## config.mk

```make
export PLATFORM = sky130hd
export DESIGN_NAME = instr_fetch_queue
export DESIGN_NICKNAME = d
export VERILOG_FILES = /design/src/rtl/instr_fetch_queue.sv
export SDC_FILE = /design/constraint.sdc
export NUM_CORES = 1
export LEC_CHECK = 0
export CORE_MARGIN = 3
export CORE_UTILIZATION = 45
export CTS_BUF_LIST = sky130_fd_sc_hd__clkbuf_4 sky130_fd_sc_hd__clkbuf_8
export DETAILED_ROUTE_END_ITERATION = 8
export GPL_TIMING_DRIVEN = 0
export PLACE_DENSITY = 0.68
export RECOVER_POWER = 100
export SETUP_SLACK_MARGIN = 0.2
export SLEW_MARGIN = 20
export SYNTH_ARGS = -nofsm -noshare
export SYNTH_HDL_FRONTEND = slang
export SYNTH_SLANG_ARGS = --single-unit
```

## constraint.sdc

```tcl
create_clock -name clk -period 29.4 [get_ports clk]
set_input_delay 2.94 -clock clk [delete_from_list [all_inputs] [get_ports clk]]
set_output_delay 2.94 -clock clk [all_outputs]
set_load 0.01 [all_outputs]
```

## src/rtl/instr_fetch_queue.sv

```systemverilog
// instr_fetch_queue: sequential instruction fetch. Issues fetch requests
// over a valid/ready channel, buffers in-order responses in a DEPTH-entry
// queue and hands them to decode. Handles branch redirects by dropping
// stale responses, and drains with NOPs once the halt word reaches the head.
module instr_fetch_queue #(
    parameter int          DEPTH        = 4,
    parameter logic [31:0] RESET_PC     = 32'h0000_0000,
    parameter logic [31:0] HALT_WORD    = 32'hFFFF_FFFF,
    parameter logic [31:0] NOP_WORD     = 32'h0000_0000,
    parameter int          FLUSH_CYCLES = 3
) (
    input  logic        clk,
    input  logic        reset,
    input  logic        pc_en,
    input  logic        redirect,
    input  logic [31:0] redirect_pc,
    output logic        mem_req_valid,
    input  logic        mem_req_ready,
    output logic [31:0] mem_addr,
    input  logic        mem_rsp_valid,
    input  logic [31:0] mem_rsp_data,
    output logic        inst_valid,
    input  logic        inst_ready,
    output logic [31:0] inst,
    output logic [31:0] inst_pc,
    output logic        prog_done,
    output logic [31:0] fetch_count
);
    localparam int AW = $clog2(DEPTH);
    localparam int CW = AW + 1;
    // Stale responses can pile up across back-to-back redirects, so this
    // counter is much wider than the outstanding-request counter.
    localparam int SW = 16;
    localparam int NW = $clog2(FLUSH_CYCLES + 1);

    typedef enum logic [2:0] {IDLE, FETCH, HALTED, DRAIN, DONE} state_t;

    state_t        state, nextState;
    logic [31:0]   qPc   [DEPTH];
    logic [31:0]   qWord [DEPTH];
    logic [AW-1:0] rdPtr, wrPtr, issueIdx;
    logic [CW-1:0] occupancy, outstanding;
    logic [SW-1:0] stale, inFlight;
    logic [31:0]   memAddr, haltPc, fetchCount;
    logic [NW-1:0] nopCount;

    logic fetching, redirectTaken, empty, headIsHalt;
    logic reqFire, rspFresh, rspDrop, rspWrite;
    logic deliver, deq, enterDrain;
    logic unusedAddrBits;

    assign unusedAddrBits = ^redirect_pc[1:0];

    // Request/response bookkeeping shared by the FSM and the queue.
    always_comb begin
        fetching      = (state == FETCH) || (state == HALTED);
        redirectTaken = redirect && fetching;
        empty         = (occupancy == '0);
        headIsHalt    = !empty && (qWord[rdPtr] == HALT_WORD);
        mem_req_valid = (state == FETCH) && pc_en && !redirect &&
                        (({1'b0, occupancy} + {1'b0, outstanding}) < (CW+1)'(DEPTH));
        reqFire       = mem_req_valid && mem_req_ready;
        rspDrop       = mem_rsp_valid && !redirectTaken && (stale != '0);
        rspFresh      = mem_rsp_valid && !redirectTaken && (stale == '0) && (outstanding != '0);
        rspWrite      = rspFresh && fetching;
        // Slots for outstanding requests are reserved right behind the
        // written data, so the issue slot is wrPtr + outstanding.
        issueIdx      = wrPtr + outstanding[AW-1:0];
        inFlight      = stale + SW'(outstanding) + SW'(reqFire);
    end

    // Next-state and CPU-facing outputs.
    always_comb begin
        nextState  = state;
        inst_valid = 1'b0;
        inst       = qWord[rdPtr];
        inst_pc    = qPc[rdPtr];
        case (state)
            IDLE: begin
                if (pc_en) nextState = FETCH;
            end
            FETCH: begin
                inst_valid = !empty && !headIsHalt;
                if (!redirectTaken && rspWrite && (mem_rsp_data == HALT_WORD))
                    nextState = HALTED;
            end
            HALTED: begin
                // The halt word itself is never shown to decode.
                inst_valid = !empty && !headIsHalt;
                if (redirectTaken)   nextState = FETCH;
                else if (headIsHalt) nextState = DRAIN;
            end
            DRAIN: begin
                inst_valid = 1'b1;
                inst       = NOP_WORD;
                inst_pc    = haltPc;
                if (inst_ready && (nopCount == NW'(FLUSH_CYCLES - 1)))
                    nextState = DONE;
            end
            DONE: begin
                nextState = DONE;
            end
            default: nextState = IDLE;
        endcase
    end

    // A redirect wins over a same-cycle handshake: nothing is dequeued or counted.
    assign deliver    = inst_valid && inst_ready && !redirectTaken;
    assign deq        = deliver && fetching;
    assign enterDrain = (state == HALTED) && (nextState == DRAIN);

    assign mem_addr    = memAddr;
    assign prog_done   = (state == DONE);
    assign fetch_count = fetchCount;

    // Pointers, occupancy, outstanding/stale counters and fetch address.
    always_ff @(posedge clk or posedge reset) begin
        if (reset) begin
            rdPtr       <= '0;
            wrPtr       <= '0;
            occupancy   <= '0;
            outstanding <= '0;
            stale       <= '0;
            memAddr     <= RESET_PC;
        end else if (redirectTaken) begin
            rdPtr       <= '0;
            wrPtr       <= '0;
            occupancy   <= '0;
            outstanding <= '0;
            // Everything still in flight becomes stale, less a response
            // that lands (and is dropped) in this very cycle.
            stale       <= (mem_rsp_valid && (inFlight != '0)) ? inFlight - SW'(1) : inFlight;
            memAddr     <= {redirect_pc[31:2], 2'b00};
        end else begin
            if (reqFire) memAddr <= memAddr + 32'd4;
            if (rspDrop) stale   <= stale - SW'(1);
            outstanding <= outstanding + CW'(reqFire) - CW'(rspFresh);
            if (enterDrain) begin
                // Anything queued behind the halt word is discarded.
                rdPtr     <= '0;
                wrPtr     <= '0;
                occupancy <= '0;
            end else begin
                if (rspWrite) wrPtr <= wrPtr + AW'(1);
                if (deq)      rdPtr <= rdPtr + AW'(1);
                occupancy <= occupancy + CW'(rspWrite) - CW'(deq);
            end
        end
    end

    // Queue storage: pc tagged at issue, word filled on response.
    always_ff @(posedge clk or posedge reset) begin
        if (reset) begin
            for (int i = 0; i < DEPTH; i++) begin
                qPc[i]   <= '0;
                qWord[i] <= '0;
            end
        end else begin
            if (reqFire)  qPc[issueIdx] <= memAddr;
            if (rspWrite) qWord[wrPtr]  <= mem_rsp_data;
        end
    end

    // State register, drain bookkeeping and delivery counter.
    always_ff @(posedge clk or posedge reset) begin
        if (reset) begin
            state      <= IDLE;
            haltPc     <= '0;
            nopCount   <= '0;
            fetchCount <= '0;
        end else begin
            state <= nextState;
            if (enterDrain)                    haltPc     <= qPc[rdPtr];
            if ((state == DRAIN) && inst_ready) nopCount   <= nopCount + NW'(1);
            if (deliver)                       fetchCount <= fetchCount + 32'd1;
        end
    end
endmodule

```

==> key figures, run 1 <==
Outcome
  – Status: complete, but fails checks
  – Failing checks: capacitance limit, slew limit

Final layout
  – FF/Latch Area: 9280 sq um
  – Fraction of layout cells with a size suffix above 1: 22.8%
  – FILL cells: 3403
  – Non-Filler Instances: 2347
  – Nets@finish: 1871
  – Most common cell after layout, fill and taps aside: dfrtp_1
  – Design Area, Final: 22500 sq um
  – Area Growth Syn to Fin: 20.9%
  – Multi-input logic area: 8690 sq um
  – Most frequent cells in the layout: 371 x dfrtp_1, 225 x mux2_2, 189 x nand2_1

Synthesis
  – Post-synth top area share: 49.9%
  – Post-synthesis mux area share: 25.3%
  – Seq/Total Area, Yosys: 49.9%
  – Largest family of logic cells by synthesized area: multiplexers
  – Synth area leader: dfrtp_1
  – Synth Flop Type: dfrtp_1
  – Simple-gate portion of the synthesized area: 12.0%
  – Mapped cell area: 18600 sq um
  – Main area contributors after synthesis: dfrtp_1 50%, mux2_2 14%, mux4_2 6.3%
  – Post-synthesis compound-gate area fraction: 4.12%
  – Netlist cell types: 76
  – Post-Syn Area per Cell: 12.4 sq um
  – Async SR Flop Fraction: 100%
  – Adder-cell share of the synthesized area: 1.78%
  – Post-Synth XOR/XNOR Area: 3.95%
  – Number of synthesized flops with an enable pin: 0
  – Yosys warnings: 0
  – Post-Syn Instances: 1506
  – Flop and latch count out of synthesis: 371

Clock network
  – Hold Buf Count CTS: 0
  – Clock root buffer master: clkbuf_8
  – Reg clk slew, reported paths: 0.06 ns
  – CTS tree: built
  – Clock Latency Late Sink: 0.60 ns
  – Clk sink count: 371
  – TritonCTS buffer count: 66
  – H-tree levels: 3
  – Post_cts resized: 0
  – Post-CTS setup buffers: 0
  – Max clock buf depth: 3

Timing
  – Final hold viol count: 0
  – Setup TNS after final layout: 0 ns
  – Fmax: 66.2 MHz
  – RSZ-0062 raised after global routing: no
  – Min cycle time layout: 15.11 ns
  – Final Setup Violations: 0
  – Final worst-path cycle share: 51.4%
  – Final slew viol count: 351
  – Worst slew pin tran: 5.55 ns
  – Slew HR: -270%
  – Skew final: 0.0246 ns

Critical path
  – CP Launch Type: input pin
  – Reg-to-reg slack, setup: 23.11 ns
  – Crit path DAT: 14.45 ns
  – CP Data Required Time: 28.74 ns
  – CP Capture Type: async pin
  – Critical path peak fanout: 109
  – Kind of critical path: in -> async

Power and ir drop
  – Worst vdd ir: 0.0387 mV
  – Switching Fraction: 29.8%
  – Internal: 1060 uW
  – Clock power share: 33.8%
  – Pleak: 0.0105 uW
  – Power per cell area: 67.3 nW/um^2
  – Sequential Power Share: 40.4%
  – Logic pwr share: 25.8%
  – Switch Pwr: 451 uW

Die
  – Rows: 73
  – Die footprint: 43800 sq um
  – Initial Utilization: 46.2%
  – I/O Pins: 202
  – DIE WIDTH: 209 um
  – Die height: 209 um
  – Core area: 40300 sq um

Drt
  – Total number of vias: 13233
  – Via density: 5.64
  – Detailed Route WL: 49300 um
  – Wirelength per Cell: 21.0 um
  – Detail Route Antenna Nets: 0
  – DRT iter0 DRCs: 911
  – 1st-pass router iterations: 5
  – Final routed DRC violation total: 0

Place
  – Post-DP Area: 21300 sq um
  – Gp weighted congestion: 0.914
  – Number of placed cells counting well taps: 2233
  – IO buf count: 195
  – Half-perimeter wire length after placement: 34900 um

GRT
  – GRT Overall Usage: 22.4%
  – Largest net degree at the start of global routing: 110
  – GR Overflow Total: 0
  – Initial antenna violation count: 2
  – Vias in the first global route: 13634
  – First-pass GRT wire length: 77800 um

Worst hold path
  – Worst hold path type: reg -> reg

Run
  – Max-cap violations: 4
## worst max-delay path, cell delays in order
cell and delay, ns:
dlygate4sd3_1 0.55, clkinvlp_2 0.75, clkbuf_1 3.29, clkbuf_1 2.73, clkbuf_1 4.05
## path summary, 6_finish.rpt
path                                                   from  cells after the start                          end
worst max-delay path                                  reset                      5          qPc[12]$_DFFE_PP0P_
worst min-delay path            fetch_count[31]$_DFFE_PP0N_                      1  fetch_count[31]$_DFFE_PP0N_
worst max register to register     outstanding[2]$_DFF_PP0_                     18        stale[15]$_DFFE_PP0P_
worst min register to register  fetch_count[31]$_DFFE_PP0N_                      1  fetch_count[31]$_DFFE_PP0N_
max in group clk                                      pc_en                     18        stale[15]$_DFFE_PP0P_
min in group asynchronous                             reset                      2        qWord[88]$_DFFE_PP0P_
## metrics by stage
stage	setup WS (ns)	hold WS [ns]	util, %	power [uW]
after floorplan	16.16	0.445	-	858
after global placement	11.81	0.460	52.7	1020
after detailed placement	21.02	0.463	53.0	1030
after CTS	21.56	0.474	56.5	1550
after global routing	11.80	0.481	55.8	1590
final	14.29	0.463	55.8	1510
## synth_stat cells, drive strengths merged (7+ instances only)
master  count
dfrtp     371
mux2      276
nand2     189
mux4       62
xnor2      55
clkbuf     54
o21ai      46
and2       45
nand4      42
buf        39
nand3      35
nor2       34
and3       33
xor2       29
inv        24
ha         20
a21oi      18
nor3       17
nor4       10
o211ai      9
or3         9
a211oi      8
and4        7
## routing by layer
| layer | global-route usage (%) | vias up | routed length [um] |
|---|---|---|---|
| met3 | 4.56 | 83 | 2820 |
| li1 | - | 5974 | - |
| met1 | 31.7 | 6812 | 22300 |
| met4 | 7.11 | 2 | 1210 |
| met5 | 0 | - | 13 |
| met2 | 34.9 | 362 | 23000 |
## cells by family (layout without fill, tap and decap cells)
kind of cell    count (synthesis)  after routing
compound gates                118            118
xor+xnor                       84             84
fa+ha+maj                      24             24
buf+inv                       117            429
flops                         371            371
mux                           344            344
other cells                     1              5
simple gates                  447            447
## power by group through the flow
stage	Clock [uW]	Combinational, uW	Sequential [uW]
finish	512	391	611
floorplan	0	249	609
global route	548	426	618
CTS	526	412	610
global placement	0	402	616
detailed placement	0	410	619
## sequential cells by signal (all words and copies together) (netlist names)
name         flops
state            3
mem_addr        30
fetch_count     32
occupancy        3
nopCount         2
rdPtr            2
qPc            120
haltPc          30
outstanding      3
wrPtr            2
stale           16
qWord          128
## cell type report
class,instances,share of cell area [%]
repair buffers,199,8.74
inverters,24,0.406
multi-input cells,1021,38.6
clock inverters,12,0.684
flip-flops and latches,371,41.3
clock buffers,101,5.57
diodes,1,0.0111
plain buffers,93,1.77
well taps,525,2.92
No activity file was read; power rests on OpenSTA's default activity.
==> run 2, diff against run 1 <==
Settings changed: PLACE_DENSITY 0.68 to 0.7.
Clock period 29.4 ns to 12.75 ns, I/O delays scaled along.
==> run 2 against run 1 <==
Compared with the run above: the flow still finishes with violations (capacitance limit, slew limit); critical path depth increased by 13; total power grew 120%; clock-buffer cell count down 10; final area shrank 0.54%; die area unchanged; clock skew up 0.0046 ns; largest cell class unchanged; largest power group unchanged.
==> key figures, run 2 (synthesized netlist as in run 1, its figures left out) <==
Outcome
  – Status: complete, but fails checks
  – Failing checks: capacitance limit, slew limit

Final layout
  – Multi-input logic area: 8680 sq um
  – Design Area, Final: 22400 sq um
  – FF/Latch Area: 9280 sq um
  – Area Growth Syn to Fin: 20.2%
  – Most common cell after layout, fill and taps aside: dfrtp_1
  – Largest Register: qWord
  – Most frequent cells in the layout: 371 x dfrtp_1, 226 x mux2_2, 189 x nand2_1
  – FILL cells: 3370
  – Nets@finish: 1866
  – Fraction of layout cells with a size suffix above 1: 22.4%
  – Number of flip-flops in the largest register: 128
  – Non-Filler Instances: 2338

Place
  – Post-DP Area: 21300 sq um
  – Number of placed cells counting well taps: 2233
  – Half-perimeter wire length after placement: 34700 um
  – Gp weighted congestion: 0.871
  – DP Worst Slack: 5.85 ns
  – IO buf count: 195

Clock network
  – Hold Buf Count CTS: 0
  – H-tree levels: 2
  – Post_cts resized: 0
  – Clock Latency Late Sink: 0.65 ns
  – Clock root buffer master: clkbuf_8
  – Clk sink count: 371
  – TritonCTS buffer count: 61
  – Reg clk slew, reported paths: 0.06 ns
  – Post-CTS setup buffers: 0
  – CTS tree: built
  – Max clock buf depth: 3

Timing
  – Final hold viol count: 0
  – Skew final: 0.0292 ns
  – Hold slack: 0.473 ns
  – Slew HR: -188%
  – Worst slew pin tran: 4.33 ns
  – Final slew viol count: 222
  – Final worst-path cycle share: 54.0%
  – Min cycle time layout: 6.89 ns
  – Fmax: 145 MHz
  – PnR worst setup slack: 5.86 ns
  – Final Setup Violations: 0
  – RSZ-0062 raised after global routing: no

Critical path
  – Critical path peak fanout: 10
  – CP Capture Type: flop
  – CP Launch Type: input pin
  – Crit path DAT: 7.45 ns
  – CP Data Required Time: 13.32 ns
  – Kind of critical path: in -> reg

Drt
  – 1st-pass router iterations: 5
  – Detail Route Antenna Nets: 0
  – Total number of vias: 12995
  – Detailed Route WL: 49100 um
  – Wirelength per Cell: 21.0 um
  – Via density: 5.56
  – Final routed DRC violation total: 0
  – DRT iter0 DRCs: 959

Die
  – Die height: 209 um
  – Rows: 73
  – Die footprint: 43800 sq um
  – Core area: 40300 sq um
  – I/O Pins: 202
  – Initial Utilization: 46.2%
  – DIE WIDTH: 209 um

Power and ir drop
  – Worst vdd ir: 0.0965 mV
  – Pleak: 0.0104 uW
  – Power per cell area: 152 nW/um^2

Worst hold path
  – Worst hold path type: reg -> reg

GRT
  – Initial antenna violation count: 0
  – GRT Overall Usage: 22.2%
  – Vias in the first global route: 13347
  – GR Overflow Total: 0
  – Largest net degree at the start of global routing: 81
  – First-pass GRT wire length: 77000 um

Run
  – Max-cap violations: 3
-- run 2: stage by stage --
stage	total power, uW	util [%]	setup TNS [ns]
2_1_floorplan	1980	-	0
3_3_place_gp	2350	52.7	-1129.72
3_5_place_dp	2370	53.0	0
4_1_cts	3470	56.1	0
5_1_grt	3570	55.5	0
6_report	3390	55.5	0
-- run 2: routing by layer --
layer / wire (um) / global-route usage, % / vias to the layer above
met2: 23300 / 36.1 / 330
met3: 2270 / 3.62 / 61
met5: 0 / 0 / -
met4: 902 / 6.14 / 0
li1: - / - / 5952
met1: 22700 / 31.0 / 6652
-- run 2: path summary, 6_finish.rpt --
path                                              from                     endpoint  slack, ns  cells past startpoint
max                                              pc_en        stale[15]$_DFFE_PP0P_       5.86                     18
min                        fetch_count[31]$_DFFE_PP0N_  fetch_count[31]$_DFFE_PP0N_       0.47                      1
max reg2reg                   outstanding[2]$_DFF_PP0_        stale[15]$_DFFE_PP0P_       6.26                     18
min reg2reg                fetch_count[31]$_DFFE_PP0N_  fetch_count[31]$_DFFE_PP0N_       0.47                      1
max in group asynchronous                        reset         qPc[120]$_DFFE_PP0P_       5.92                      3
min in group asynchronous                        reset        qWord[24]$_DFFE_PP0P_       1.84                      2
-- run 2: where the power goes --
group / total [uW] / internal (uW) / leakage (uW) / switching (uW)
logic: 895 / 447 / 0.00478 / 448
registers: 1410 / 1310 / 0.00498 / 95.6
clock network: 1090 / 612 / 0.000684 / 479
total: 3390 / 2370 / 0.0104 / 1020
-- run 2: layout make-up --
cell class | instances | share of cell area (%)
inverters | 24 | 0.408
repair buffers | 199 | 9.00
plain buffers | 93 | 1.67
diodes | 1 | 0.0112
multi-input cells | 1021 | 38.8
flip-flops and latches | 371 | 41.5
clock buffers | 91 | 5.12
clock inverters | 13 | 0.559
well taps | 525 | 2.94
-- run 2: worst max-delay path, stage by stage --
cell,delay (ns)
dlygate4sd3_1,0.58
nor4b_1,0.25
nand4_1,0.15
a31oi_1,0.51
nand2_1,0.27
inv_1,0.37
fa_1,0.31
inv_1,0.07
fa_1,0.42
nand2b_1,0.22
a2111oi_0,0.57
o21ai_0,0.26
a211oi_1,0.76
nand4b_1,0.39
clkbuf_1,0.38
a2111oi_0,0.47
nor4_1,0.09
o21ai_0,0.09
